**config.mk**
```make
export PLATFORM = sky130hd
export DESIGN_NAME = mem_arbiter
export DESIGN_NICKNAME = d
export VERILOG_FILES = /design/src/rtl/mem_arbiter.sv
export SDC_FILE = /design/constraint.sdc
export NUM_CORES = 1
export LEC_CHECK = 0
export CORE_ASPECT_RATIO = 0.6
export CORE_MARGIN = 8
export CORE_UTILIZATION = 44
export DETAILED_ROUTE_END_ITERATION = 6
export PLACE_DENSITY = 0.93
export RECOVER_POWER = 100
export SLEW_MARGIN = 10
export SYNTH_ARGS = -nofsm -noshare
export SYNTH_HDL_FRONTEND = slang
export SYNTH_SLANG_ARGS = --single-unit
```
**constraint.sdc**
```tcl
create_clock -name i_clk -period 2.5 [get_ports i_clk]
set_input_delay 0.5 -clock i_clk [delete_from_list [all_inputs] [get_ports i_clk]]
set_output_delay 0.5 -clock i_clk [all_outputs]
set_load 0.01 [all_outputs]
```
**src/rtl/mem_arbiter.sv**
```systemverilog
// mem_arbiter: shares one single-port RAM between the instruction-fetch (IF) port
// and the load/store (LS) port. One access is in flight at a time: IDLE -> ISSUE ->
// WAIT -> DONE. The RAM has a fixed read latency. Every output is registered.
//
// Optional feature macro: MEM_ARB_RR_EN
//   undefined : fixed priority, LS wins a same-cycle tie (IF may starve)
//   defined   : round-robin, a tie goes to the port not granted last
//               (pointer resets to LS, so IF wins the first tie)
//
// Ports
//   i_clk, i_rst          clock (rising edge), async active-low reset
//   i_if_req/i_if_addr    fetch request, held until o_if_ack
//   o_if_ack/o_if_rdata   one-cycle fetch done pulse, registered fetched word
//   i_ls_req/we/addr/wdata load/store request, held until o_ls_ack
//   o_ls_ack/o_ls_rdata   one-cycle access done pulse, registered load data
//   o_mem_en/we/addr/wdata RAM command (en is one cycle per access)
//   i_mem_rdata           RAM read data, valid MEM_LAT cycles after o_mem_en
//   o_busy                high whenever the FSM is not IDLE
module mem_arbiter #(
  parameter int unsigned AW      = 16,
  parameter int unsigned DW      = 16,
  parameter int unsigned MEM_LAT = 1
) (
  input  logic          i_clk,
  input  logic          i_rst,
  input  logic          i_if_req,
  input  logic [AW-1:0] i_if_addr,
  output logic          o_if_ack,
  output logic [DW-1:0] o_if_rdata,
  input  logic          i_ls_req,
  input  logic          i_ls_we,
  input  logic [AW-1:0] i_ls_addr,
  input  logic [DW-1:0] i_ls_wdata,
  output logic          o_ls_ack,
  output logic [DW-1:0] o_ls_rdata,
  output logic          o_mem_en,
  output logic          o_mem_we,
  output logic [AW-1:0] o_mem_addr,
  output logic [DW-1:0] o_mem_wdata,
  input  logic [DW-1:0] i_mem_rdata,
  output logic          o_busy
);

  localparam int unsigned CW = $clog2(MEM_LAT + 1);

  typedef enum logic [1:0] {
    IDLE  = 2'd0,
    ISSUE = 2'd1,
    WAIT  = 2'd2,
    DONE  = 2'd3
  } state_t;

  state_t        state;
  logic [CW-1:0] cnt;
  logic          win_ls;      // 1 = current access belongs to LS
  logic          grant_ls_c;  // winner if a grant happens this cycle

`ifdef MEM_ARB_RR_EN
  // Remembers which port got the last grant; a tie goes to the other one.
  logic last_ls;

  always_ff @(posedge i_clk or negedge i_rst) begin
    if (!i_rst) begin
      last_ls <= 1'b1;
    end else if (state == IDLE && (i_if_req || i_ls_req)) begin
      last_ls <= grant_ls_c;
    end
  end

  assign grant_ls_c = (i_if_req && i_ls_req) ? !last_ls : i_ls_req;
`else
  assign grant_ls_c = i_ls_req;
`endif

  // Access sequencer with registered RAM command, acks and read data.
  always_ff @(posedge i_clk or negedge i_rst) begin
    if (!i_rst) begin
      state       <= IDLE;
      cnt         <= '0;
      win_ls      <= 1'b0;
      o_if_ack    <= 1'b0;
      o_if_rdata  <= '0;
      o_ls_ack    <= 1'b0;
      o_ls_rdata  <= '0;
      o_mem_en    <= 1'b0;
      o_mem_we    <= 1'b0;
      o_mem_addr  <= '0;
      o_mem_wdata <= '0;
      o_busy      <= 1'b0;
    end else begin
      o_if_ack <= 1'b0;
      o_ls_ack <= 1'b0;
      o_mem_en <= 1'b0;
      unique case (state)
        IDLE: begin
          if (i_if_req || i_ls_req) begin
            state       <= ISSUE;
            win_ls      <= grant_ls_c;
            o_busy      <= 1'b1;
            o_mem_en    <= 1'b1;
            o_mem_we    <= grant_ls_c && i_ls_we;
            o_mem_addr  <= grant_ls_c ? i_ls_addr : i_if_addr;
            o_mem_wdata <= grant_ls_c ? i_ls_wdata : '0;
          end
        end
        ISSUE: begin
          state <= WAIT;
          cnt   <= CW'(MEM_LAT);
        end
        WAIT: begin
          cnt <= cnt - CW'(1);
          // Last wait cycle: RAM data is valid now, ack goes out next cycle.
          if (cnt == CW'(1)) begin
            state <= DONE;
            if (win_ls) begin
              o_ls_ack <= 1'b1;
              if (!o_mem_we) o_ls_rdata <= i_mem_rdata;
            end else begin
              o_if_ack <= 1'b1;
              if (!o_mem_we) o_if_rdata <= i_mem_rdata;
            end
          end
        end
        DONE: begin
          state       <= IDLE;
          o_busy      <= 1'b0;
          o_mem_we    <= 1'b0;
          o_mem_addr  <= '0;
          o_mem_wdata <= '0;
        end
        default: state <= IDLE;
      endcase
    end
  end

endmodule

```
==> flow_summary.json, run 1 <==
{
  "status": "finished with violations",
  "violations": "capacitance limit, slew limit",
  "cts_hold_buf": 0,
  "overflow": 0,
  "ys_seq_area_frac": 0.594,
  "fp.dieW_um": 124,
  "synth-seq-cells": 73,
  "layout-drive-gt1-share": 0.144,
  "synth_cells": 196,
  "path_cells": "inv_1 > ha_1 > and3_1 > nand2b_1 > clkbuf_2 > mux2_1",
  "io_buffers": 137,
  "hold_viol": 0,
  "pin_count": 138,
  "gp_congestion": 0.740,
  "post-route-period-util": 0.814,
  "crit_arrival_ns": 2.23,
  "finalCriticalPeriod_ns": 2.04,
  "antenna_found_initial": 0,
  "dieArea_sq_um": 10000,
  "end_kind": "register",
  "worstPathMaxFanout": 9,
  "num_vias": 2173,
  "antenna-diode-count": 0,
  "clk_path_buf_depth": 2,
  "drtAntennaViolNets": 0,
  "nNetsFinal": 412,
  "syn_area_sq_um": 3080,
  "clock_sinks": 73,
  "worst_skew_pair.late_latency_ns": 0.32,
  "grt_max_degree": 74,
  "hold_path.class": "reg -> reg",
  "rows": 23,
  "final_cell_mix": "dfrtp_1 (73), dlygate4sd3_1 (69), clkdlybuf4s50_1 (67), mux2_2 (23)",
  "clockRootBuffer": "clkbuf_16",
  "wl_per_cell_um": 19.0,
  "hpwl_um": 6200,
  "avgViaCountPerCell": 5.08,
  "area_growth_syn_to_layout_pct": 51.7,
  "synth_ff_type": "dfrtp_1",
  "cpPeakStageDelay_ns": 0.39,
  "avgSynthCellArea_sq_um": 15.7,
  "fmax_mhz": 491,
  "leakage_nw": 2.14,
  "crit_path_start_kind": "register",
  "finalSetupViolations": 0,
  "start_util": 0.457,
  "cts_tree": "built",
  "synth_top_area_cell": "dfrtp_1",
  "drt_iter0_drc": 92,
  "yosys-top-cells-area": "dfrtp_1 (59%), mux2_2 (8.4%), mux2i_1 (5.9%)",
  "firstDrtPassIters": 3,
  "grt_pass1_vias": 2387,
  "worstPathRequired_ns": 2.70,
  "final_common_cell": "dfrtp_1",
  "path_clk_slew_ns": 0.05,
  "postCtsResizedCells": 0,
  "criticalPathCategory": "reg -> reg",
  "finClkSkew_ns": 0.00362,
  "fin_setup_tns_ns": 0,
  "grt.total_usage": 0.168,
  "slew_headroom": -0.181,
  "final_core_util": 0.693,
  "synthArstFlopShare": 1.00,
  "grt_first_pass_wirelength_um": 12800,
  "coreArea_sq_um": 6730,
  "rsz0062_at_grt": "false",
  "synth_top_area_frac": 0.594,
  "yosys_warnings": 0,
  "worst_pin_slew_ns": 1.77,
  "worst-path-buf-inv": 2,
  "maxCapViolCount": 1,
  "h-tree-depth": 3,
  "cts_setup_buffers": 0,
  "cts-buffers-inserted": 9,
  "drt-total-wl_um": 8110,
  "netlist-cell-type-count": 24,
  "cp_top_family": "simple AND/OR/NAND/NOR gates",
  "power_density_nw_per_um2": 1260,
  "ir_drop_v": 0.000688,
  "synth_fp_nets": 271,
  "slowest_stage": "dfrtp_1",
  "synth_edf_count": 0,
  "slew_viol_final": 74,
  "fp.dieH_um": 80.8,
  "drcViolationCount": 0
}
[path summary, 6_finish.rpt]
kind                       cells after the start              to      startpoint  slack (ns)
min reg2reg                                    1  o_mem_addr[15]  o_mem_addr[15]        0.48
max in group asynchronous                      1   o_ls_rdata[9]           i_rst        0.80
max reg2reg                                    6  o_ls_rdata[13]        state[0]        0.46
min in group asynchronous                      1   o_if_rdata[3]           i_rst        0.65
max                                            6  o_ls_rdata[13]        state[0]        0.46
min                                            1  o_mem_addr[15]  o_mem_addr[15]        0.48
[through the flow]
step | hold WS, ns | setup WS, ns | cells | area [sq um] | total power, mW
final | 0.478 | 0.465 | 428 | 4670 | 5.87
after global routing | 0.492 | 0.329 | 428 | 4670 | 6.25
after CTS | 0.341 | 0.529 | 428 | 4760 | 6.36
after detailed placement | 0.480 | 0.343 | 413 | 4500 | 5.20
after global placement | 0.471 | 0.428 | 413 | 4500 | 5.08
after floorplan | 0.204 | 0.828 | 196 | 3080 | 3.65
[report_power, final]
group          internal (mW)  switching, mW  leakage [nW]
clock                  0.685          0.441         0.135
sequential              1.78          0.339         0.908
combinational           1.45           1.18          1.10
[flip-flops by register name, indices dropped and copies added (netlist names), 2 cells and up]
register / cells
o_if_rdata: 16
o_mem_addr: 16
state: 2
o_ls_rdata: 16
o_mem_wdata: 16
[layout make-up]
cell class / instances / area (sq um)
multi-input cells: 108 / 1060
inverters: 3 / 11.3
clock buffers: 11 / 243
repair buffers: 142 / 1400
clock inverters: 4 / 20.0
flip-flops and latches: 73 / 1830
fillers: 494 / 2070
well taps: 87 / 109
[Yosys cell counts, drive strengths merged (2+ instances only)]
cell and count:
dfrtp 73, mux2 34, a22o 18, mux2i 18, o2bb2ai 16, buf 12
ha 6, nor2 4, inv 3, nand2 3, nor2b 2
[cells by family after synthesis]
kind of cell / Yosys count / share of synthesized area
mux: 52 / 0.195
flops: 73 / 0.594
compound gates: 36 / 0.121
fa+ha+maj: 6 / 0.0244
buf+inv: 15 / 0.0342
simple gates: 14 / 0.0313
[routing by layer]
layer,global-route usage,part of all wire
met1,0.201,0.41
met2,0.240,0.43
met3,0.117,0.15
met4,0.0508,0.014
met5,0,0
[worst reg2reg max path, cell delays in order (launching register included)]
cell      delay, ns
dfrtp_1        0.39
inv_1          0.11
ha_1           0.23
and3_1         0.17
nand2b_1       0.29
clkbuf_2       0.34
mux2_1         0.37
Note: power is estimated with default switching activity, not from simulation.
==> run 2: changes to the inputs <==
--- a/config.mk
+++ b/config.mk
@@ -7,9 +7,9 @@
 export LEC_CHECK = 0
 export CORE_ASPECT_RATIO = 0.6
 export CORE_MARGIN = 8
-export CORE_UTILIZATION = 44
+export CORE_UTILIZATION = 42
 export DETAILED_ROUTE_END_ITERATION = 6
-export PLACE_DENSITY = 0.93
+export PLACE_DENSITY = 0.9
 export RECOVER_POWER = 100
 export SLEW_MARGIN = 10
 export SYNTH_ARGS = -nofsm -noshare
==> constraint.sdc (replaced) <==
create_clock -name i_clk -period 1.95 [get_ports i_clk]
set_input_delay 0.39 -clock i_clk [delete_from_list [all_inputs] [get_ports i_clk]]
set_output_delay 0.39 -clock i_clk [all_outputs]
set_load 0.01 [all_outputs]
==> flow_summary.json, run 2 (same netlist as run 1, synthesis figures left out) <==
{
  "num_vias": 2159,
  "clock_sinks": 73,
  "dp_slack_ns": 0.0875,
  "overflow": 0,
  "reg2reg_slack_ns": 0.20,
  "r2r_end": "o_if_rdata[7]",
  "finalSetupViolations": 0,
  "path_cells": "dlygate4sd3_1",
  "wl_per_cell_um": 18.7,
  "dp.cells": 421,
  "drt_iter0_drc": 95,
  "firstDrtPassIters": 4,
  "coreArea_sq_um": 7180,
  "hpwl_um": 6050,
  "final_common_cell": "dfrtp_1",
  "finClkSkew_ns": 0.00223,
  "cp_top_family": "buffers and inverters",
  "grt_first_pass_wirelength_um": 13100,
  "dieArea_sq_um": 10400,
  "r2r_start": "state[0]",
  "area_growth_syn_to_layout_pct": 53.8,
  "avgViaCountPerCell": 4.97,
  "fin_setup_tns_ns": 0,
  "drt-total-wl_um": 8110,
  "worst_skew_pair.late_latency_ns": 0.32,
  "final_cell_mix": "dfrtp_1 (73), dlygate4sd3_1 (69), clkdlybuf4s50_1 (67), mux2_2 (23)",
  "fmax_mhz": 560,
  "leakage_nw": 2.16,
  "hold_path.class": "in -> async",
  "path_clk_slew_ns": 0.05,
  "post-route-period-util": 0.916,
  "hold_viol": 0,
  "clk_path_buf_depth": 2,
  "rsz0062_at_grt": "false",
  "status": "finished clean",
  "rows": 24,
  "reg2reg_depth": 6,
  "layout-drive-gt1-share": 0.146,
  "cpPeakStageDelay_ns": 0.65,
  "grt.total_usage": 0.161,
  "fp.dieH_um": 82.3,
  "drcViolationCount": 0,
  "slew_headroom": 0.322,
  "worstPathMaxFanout": 4,
  "pin_count": 138,
  "finalCriticalPeriod_ns": 1.79,
  "worst-path-buf-inv": 1,
  "ir_drop_v": 0.000801,
  "antenna_found_initial": 0,
  "h-tree-depth": 3,
  "worst_pin_slew_ns": 1.02,
  "criticalPathCategory": "reg -> out",
  "final_core_util": 0.660,
  "slew_viol_final": 0,
  "worstPathRequired_ns": 1.56,
  "postCtsResizedCells": 0,
  "cts_hold_buf": 0,
  "grt_max_degree": 43,
  "finalNonFillerCells": 434,
  "holdWs_ns": 0.231,
  "grt_pass1_vias": 2402,
  "gp_congestion": 0.795,
  "drtAntennaViolNets": 0,
  "power_density_nw_per_um2": 1610,
  "fin_ws_ns": 0.164,
  "fp.dieW_um": 126,
  "cts_setup_buffers": 0,
  "end_kind": "output port",
  "io_buffers": 137,
  "clockRootBuffer": "clkbuf_16",
  "maxCapViolCount": 0,
  "slowest_stage": "dlygate4sd3_1",
  "cts-buffers-inserted": 9,
  "nNetsFinal": 416,
  "start_util": 0.429,
  "crit_arrival_ns": 1.40,
  "cts_tree": "built",
  "startpoint": "o_mem_we",
  "crit_path_start_kind": "register",
  "antenna-diode-count": 0
}
## run 2: cell count changes in the layout (fill, tap and decap cells not counted)
cell / delta
buf_12: +2
mux2_4: -1
mux2_1: +1
o2bb2ai_2: +1
clkbuf_1: +1
clkbuf_2: -1
clkbuf_4: +1
o2bb2ai_1: -1
clkbuf_8: +2
buf_2: +1
clkinv_2: -4
## run 2: cell type report
type	instances	area (sq um)
clock buffer	13	270
inverter	3	11.3
fill	558	2440
sequential	73	1830
tap	91	114
multi-input combinational	108	1060
timing repair buffer	146	1450
## run 2: routing by layer
metal  vias to the layer above  wire, um  share of wire  GRT usage
met1                      1063      3530           0.43      0.194
met2                        81      3790           0.47      0.257
met4                         0        93          0.011     0.0536
li1                       1006         -              -          -
met5                         -         0              0          0
met3                         9       702          0.087     0.0731
## run 2: worst max-delay path by stage
stage / endpoint / slack, ns / cells after the start
floorplan: o_if_rdata[1] / 0.28 / 6
global placement: o_mem_addr[8] / 0.16 / 5
detailed placement: o_mem_addr[8] / 0.09 / 5
CTS: o_mem_we / 0.19 / 1
global route: o_if_rdata[0] / 0.08 / 6
finish: o_mem_we / 0.16 / 1
## run 2: stage by stage
step | power, mW | instance area [sq um]
after detailed placement | 6.77 | 4600
after global placement | 6.63 | 4600
after global routing | 8.12 | 4730
final | 7.63 | 4730
after floorplan | 4.67 | 3080
after CTS | 8.34 | 4870
## run 2: where the power goes
group | internal [mW] | switching (mW) | leakage (nW)
clock network | 0.943 | 0.553 | 0.134
registers | 2.28 | 0.411 | 0.908
logic | 1.93 | 1.52 | 1.12
